**src/rtl/ifetch_queue.sv**
```systemverilog
// Instruction fetch queue: issues ROM reads from the PC stage and buffers up to
// two {pc, inst} pairs toward decode, with flush and stall handling.
module ifetch_queue (
  input  logic        clk,
  input  logic        rst,
  input  logic [11:0] pc,
  input  logic        ce,
  input  logic [5:0]  stall,
  input  logic        flush,
  input  logic [31:0] rom_data,
  output logic        rom_ce,
  output logic [9:0]  rom_addr,
  output logic        id_valid,
  output logic [11:0] id_pc,
  output logic [31:0] id_inst,
  output logic        stall_req
);

  localparam int unsigned PcW   = 12;
  localparam int unsigned InstW = 32;
  localparam int unsigned AddrW = 10;
  localparam int unsigned Depth = 2;
  localparam int unsigned CntW  = 2;

  localparam logic [CntW-1:0]  CntFull = CntW'(Depth);
  localparam logic [CntW-1:0]  CntOne  = CntW'(1);
  localparam logic [InstW-1:0] NopInst = 32'h0000_0013;

  typedef struct packed {
    logic [PcW-1:0]   pc;
    logic [InstW-1:0] inst;
  } entry_t;

  entry_t          mem [Depth];
  logic            req_valid;
  logic [PcW-1:0]  req_pc;
  logic            wr_ptr;
  logic            rd_ptr;
  logic [CntW-1:0] count;
  logic            push;
  logic            pop;

  // Byte-offset bits and the stall bits owned by later stages are not used here.
  logic unused_bits;
  assign unused_bits = ^{stall[5:2], pc[1:0]};

  // Fetch issue, head presentation and push/pop qualification.
  always_comb begin
    stall_req = (count == CntFull) | ((count == CntOne) & req_valid);
    rom_ce    = ce & ~stall[0] & ~flush & ~stall_req;
    rom_addr  = pc[PcW-1:PcW-AddrW];
    id_valid  = (count != '0);
    id_pc     = '0;
    id_inst   = NopInst;
    if (id_valid) begin
      id_pc   = mem[rd_ptr].pc;
      id_inst = mem[rd_ptr].inst;
    end
    push = req_valid & ~flush;
    pop  = id_valid & ~stall[1] & ~flush;
  end

  // Control state; flush clears everything and wins over push/pop.
  always_ff @(posedge clk) begin
    if (rst || flush) begin
      req_valid <= 1'b0;
      count     <= '0;
      wr_ptr    <= 1'b0;
      rd_ptr    <= 1'b0;
    end else begin
      req_valid <= rom_ce;
      if (push) wr_ptr <= ~wr_ptr;
      if (pop)  rd_ptr <= ~rd_ptr;
      case ({push, pop})
        2'b10:   count <= count + CntOne;
        2'b01:   count <= count - CntOne;
        default: count <= count;
      endcase
    end
  end

  // PC of the outstanding ROM read; only meaningful while req_valid is set.
  always_ff @(posedge clk) begin
    if (rom_ce) req_pc <= pc;
  end

  // Entry storage needs no reset: count gates visibility.
  always_ff @(posedge clk) begin
    if (push && !rst) mem[wr_ptr] <= '{pc: req_pc, inst: rom_data};
  end

endmodule
```
**config.mk**
```make
export PLATFORM = sky130hd
export DESIGN_NAME = ifetch_queue
export DESIGN_NICKNAME = d
export VERILOG_FILES = /design/src/rtl/ifetch_queue.sv
export SDC_FILE = /design/constraint.sdc
export NUM_CORES = 1
export LEC_CHECK = 0
export ABC_AREA = 1
export CORE_MARGIN = 1
export CORE_UTILIZATION = 40
export DETAILED_ROUTE_END_ITERATION = 8
export PLACE_DENSITY_LB_ADDON = 0.15
export SYNTH_ARGS = -nofsm -noshare
export SYNTH_HDL_FRONTEND = slang
export SYNTH_SLANG_ARGS = --single-unit
```
**constraint.sdc**
```tcl
create_clock -name clk -period 5.4 [get_ports clk]
set_clock_uncertainty 0.2 [all_clocks]
set_input_delay 0.81 -clock clk [delete_from_list [all_inputs] [get_ports clk]]
set_output_delay 0.81 -clock clk [all_outputs]
set_load 0.02 [all_outputs]
```
After elaboration in Yosys (flattened, before gate mapping)
Memories as Yosys holds them, arrays and structs flattened. A register that Yosys moved wholly into a read port is not among the register bits.
Cells that the tools add are included.
{"block": "classes", "n_bitwise": 14, "n_eq_ne": 4, "mux": 7, "n_reduce_logical": 5, "addsub": 2}
{"op": "32-bit 2-to-1 mux", "n": 1}
{"op": "12-bit 2-to-1 mux", "n": 1}
{"op": "1-bit AND", "n": 7}
{"op": "1-bit NOT", "n": 6}
{"op": "2-bit by 1-bit == test with 1-bit output, second input constant", "n": 2}
{"op": "2-bit == test, second input constant", "n": 2}
{"op": "1-bit 2-to-1 mux", "n": 4}
{"op": "2-bit one-hot mux with 2 select lines", "n": 1}
{"op": "2-bit nonzero test", "n": 2}
{"op": "2-bit by 1-bit adder with 2-bit output, second input constant", "n": 1}
{"op": "2-bit by 1-bit subtractor with 2-bit output, second input constant", "n": 1}
{"op": "1-bit logical AND", "n": 1}
{"op": "1-bit logical NOT", "n": 1}
{"op": "1-bit logical OR", "n": 1}
{"op": "1-bit bitwise OR", "n": 1}
{"block": "totals", "in_bits": 54, "memories": 1, "ramBits": 88, "word_cells": 38, "regBits": 17, "output_inout_bits": 57}
{"name": "mem", "words": 2, "word_bits": 44, "read_ports": 1, "rd_ports_with_merged_regs": 1, "wr": 1, "line_no": "34", "rtl": "entry_t mem [Depth];"}

Longest topological paths before layout
{"block": "depth", "word_depth": 5, "depth_mapped": 9, "ltp_nobuf": 9}

Least setup slack after synthesis
Ideal clock, no wire load.
{"block": "synth_timing", "kind": "in2reg", "from": "input port flush", "to": "memory mem[1][0] (netlist bit) (enable)", "required_ns": 4.700, "cell_stages": 3, "arrival_time_ns": 3.971, "setup_ns": 0.500, "setup_slack_ns": 0.729, "path_cell_list": "inv_1 > nand2_1 > nor3_1"}
{"block": "synth_via", "elab_chain_len": 5}
{"item": "start: declaration", "line_no": "9", "rtl": "input logic flush,"}
{"item": "1-bit NOT", "line_no": "59", "rtl": "push = req_valid & ~flush;"}
{"item": "1-bit AND", "line_no": "59"}
{"item": "1-bit logical AND", "line_no": "89", "rtl": "if (push && !rst) mem[wr_ptr] <= '{pc: req_pc, inst: rom_data};"}
{"item": "1-bit 2-to-1 mux", "line_no": "89"}
{"item": "1-bit 2-to-1 mux (not written as such)", "line_no": "89"}
{"item": "end: declaration", "line_no": "34"}
No other way between the ends.

Worst setup path in the final report
{"block": "layout_timing", "from": "register count[0]", "to": "output port id_inst[27]"}
{"block": "layout_via", "elab_chain_len": 2}
{"item": "start: declaration", "line_no": "39", "rtl": "logic [CntW-1:0] count;"}
{"item": "start signal: assignment", "line_no": "75", "rtl": "2'b10: count <= count + CntOne;"}
{"item": "start signal: assignment", "line_no": "76", "rtl": "2'b01: count <= count - CntOne;"}
{"item": "start signal: assignment", "line_no": "77", "rtl": "default: count <= count;"}
{"item": "2-bit nonzero test", "line_no": "52", "rtl": "id_valid = (count != '0);"}
{"item": "32-bit 2-to-1 mux", "line_no": "55", "rtl": "if (id_valid) begin"}
{"item": "end: declaration", "line_no": "15", "rtl": "output logic [31:0] id_inst,"}
No other way between the ends.

==> flow_metrics.py <==
metrics = {
    "pwr": {
        "totalPowerFinal_mw": 1.44,
        "p_leak_nw": 1.86,
        "internal_power_mw": 1.16,
        "swShare_pct": 19.6,
        "combPwrFrac_pct": 5.0,
        "p_clk_share_pct": 32.3,
        "power.density_nw_per_um2": 269,
        "worst_ir_drop_vdd_mv": 0.119,
        "p_switching_mw": 0.281,
        "power_frac_seq_pct": 62.7,
    },
    "synth": {
        "syn_inst": 306,
        "synthArstFlopShare_pct": 0,
        "synth.most_common_cell": "edfxtp_1",
        "netlist_top_cells_count": "100 x edfxtp_1, 92 x nor2_1, 37 x o21ai_0, 17 x nand2_1, 11 x buf_4",
        "ys_seq_elements": 106,
        "ys.flop_type": "edfxtp_1",
        "synth_edf_count": 100,
        "seq_area_frac_synth_pct": 76.2,
        "synth_top_cell_by_area": "edfxtp_1",
        "synth_nets": 364,
        "synthesis.area_um2": 4100,
        "synth_area_per_cell_um2": 13.4,
        "synth.area.top_cells": "edfxtp_1 73%, nor2_1 8.4%, o21ai_0 4.5%",
        "synth_cell_type_count": 17,
        "yosysWarnings": 0,
        "synth.top_cell.area_share_pct": 73.3,
    },
    "placed_design": {
        "pre_cts_slack_ns": 1.96,
        "hpwlAfterDp_um": 4460,
        "place_inst": 526,
        "place.gp.congestion": 0.726,
        "port_buffers": 106,
    },
    "hold_path": {
        "hp-class": "reg -> reg",
        "holdPathStages": 0,
    },
    "clock_network": {
        "cts_setup_buffers": 0,
        "cts.reportedPaths.clkPinSlew_ns": 0.09,
        "cts.root.buffer_cell": "clkbuf_8",
        "htreeDepth": 3,
        "cts_buffers": 9,
        "clock_latency_ns": 0.36,
        "cts_resized": 0,
        "clock_path_buffers": 2,
        "clock-sinks": 106,
        "cts_tree": "yes",
        "postCtsHoldBufs": 0,
    },
    "detailed_routing": {
        "first_iter_violations": 61,
        "totalWireLength_um": 7620,
        "viasPerCell": 4.61,
        "drc": 0,
        "wl_per_cell_um": 14.1,
        "vias": 2497,
        "dr.pass1.iters": 5,
        "antenna_left": 0,
    },
    "layout": {
        "nNetsFinal": 462,
        "area_growth_pct": 30.6,
        "antenna_cells": 0,
        "fin_cells": 542,
        "drive_gt1_share_pct": 5.38,
        "fillCellCount": 829,
    },
    "sta": {
        "rsz0062_at_grt": "no",
        "relSlewSlack_pct": 41.2,
        "setup_ws_ns": 1.81,
        "clock.fmax_ghz": 0.279,
        "slew_viol_final": 0,
        "hold_viol_final": 0,
        "setup_viol": 0,
        "tightest_slew_ns": 0.882,
        "finalCritPeriodShare_pct": 66.4,
        "setup_tns_ns": 0,
        "layout_min_cycle_time_ns": 3.59,
    },
    "grt": {
        "grt_pass1_wl_um": 11600,
        "grtUsageMet1_pct": 17.4,
        "grt_use_total_pct": 15.0,
        "grt_pass1_vias": 2415,
        "use_met2_pct": 25.4,
        "grt_max_degree": 46,
        "grt.busiest_layer": "met2",
        "grt_antenna_before_repair": 0,
        "overflow": 0,
        "met3_usage_pct": 3.90,
    },
    "critical_path": {
        "setup.worst_path.end_class": "output pin",
        "worstSetupPathType": "reg -> out",
        "crit_arrival_ns": 2.58,
        "required_ns": 4.39,
        "worstRegToRegCells": 4,
        "worstPathMaxFanout": 45,
        "startpoint_type": "flip-flop",
    },
    "die": {
        "rows": 36,
        "die_w_um": 103,
        "die_area_um2": 10700,
        "core_um2": 9860,
        "start_util_pct": 41.5,
        "ios": 111,
        "fp.dieH_um": 103,
    },
    "outcome": {
        "status": "completed",
    },
    "job": {
        "drv_cap": 0,
    },
}
## stage by stage
stage | utilization [%] | area (µm²) | hold WS (ns)
after floorplan | - | 4100 | 0.221
after global placement | 52.4 | 5170 | 0.223
final | 54.2 | 5350 | 0.250
after global routing | 54.2 | 5350 | 0.261
after detailed placement | 52.4 | 5170 | 0.229
after CTS | 54.2 | 5350 | 0.252
## cell families after synthesis
group	after synthesis	synth area share [%]
compound gates	44	5.37
fa+ha+maj	4	1.22
simple gates	117	11.0
flops	106	76.2
buf+inv	35	6.23
## cells in the final DEF, fill, tap and decap left out, types with 2 or more instances in the layout
| cell | n |
|---|---|
| nand3_1 | 5 |
| o21ai_1 | 5 |
| dfxtp_1 | 5 |
| a21oi_1 | 2 |
| ha_1 | 4 |
| nor3_1 | 2 |
| inv_1 | 10 |
| clkinv_1 | 2 |
| clkbuf_8 | 9 |
| clkdlybuf4s50_1 | 106 |
| buf_4 | 4 |
| o21ai_0 | 37 |
| nand2_1 | 17 |
| clkinv_2 | 2 |
| nor2_1 | 91 |
| edfxtp_1 | 100 |
## power groups by stage
stage          combinational [mW]  sequential (mW)  clock (mW)
3_5_place_dp               0.0716            0.921           0
6_report                   0.0713            0.902       0.464
2_1_floorplan              0.0220            0.920           0
3_3_place_gp               0.0706            0.920           0
5_1_grt                    0.0764            0.902       0.510
4_1_cts                    0.0722            0.902       0.482
## area by class of cell
type / count / area, µm² / share of cell area [%]
clock buffer: 10 / 128 / 2.39
inverter: 12 / 52.6 / 0.982
multi-input combinational: 165 / 732 / 13.7
tap: 133 / 166 / 3.11
timing repair buffer: 110 / 1090 / 20.4
clock inverter: 6 / 56.3 / 1.05
sequential: 106 / 3120 / 58.4
## final timing paths
kind	from	to	slack, ns
worst max-delay path	count[0]	id_inst[27]	1.81
worst min register to register	req_pc[6]	mem[0][38]	0.25
worst max register to register	wr_ptr	mem[0][10]	3.41
worst min-delay path	req_pc[6]	mem[0][38]	0.25
## sequential cells by signal (all words and copies together) (netlist names), named ones only
register,count
count,2
mem,88
rd_ptr,1
req_pc,12
req_valid,1
wr_ptr,1
## critical path, cell delays in order, from the launching register on
cell and delay (ns):
dfxtp_1 0.34, inv_1 0.08, ha_1 0.25, inv_2 0.54, o21ai_0 0.20, nor2_1 0.18
clkdlybuf4s50_1 0.62
## layer usage
metal | part of all wire [%] | vias up | wire, µm
li1 | - | 1244 | -
met1 | 41 | 1168 | 3160
met2 | 51 | 75 | 3870
met3 | 5.9 | 10 | 447
met4 | 2.0 | 0 | 150
met5 | 0 | - | 0
No activity file was read; power rests on OpenSTA's default activity.
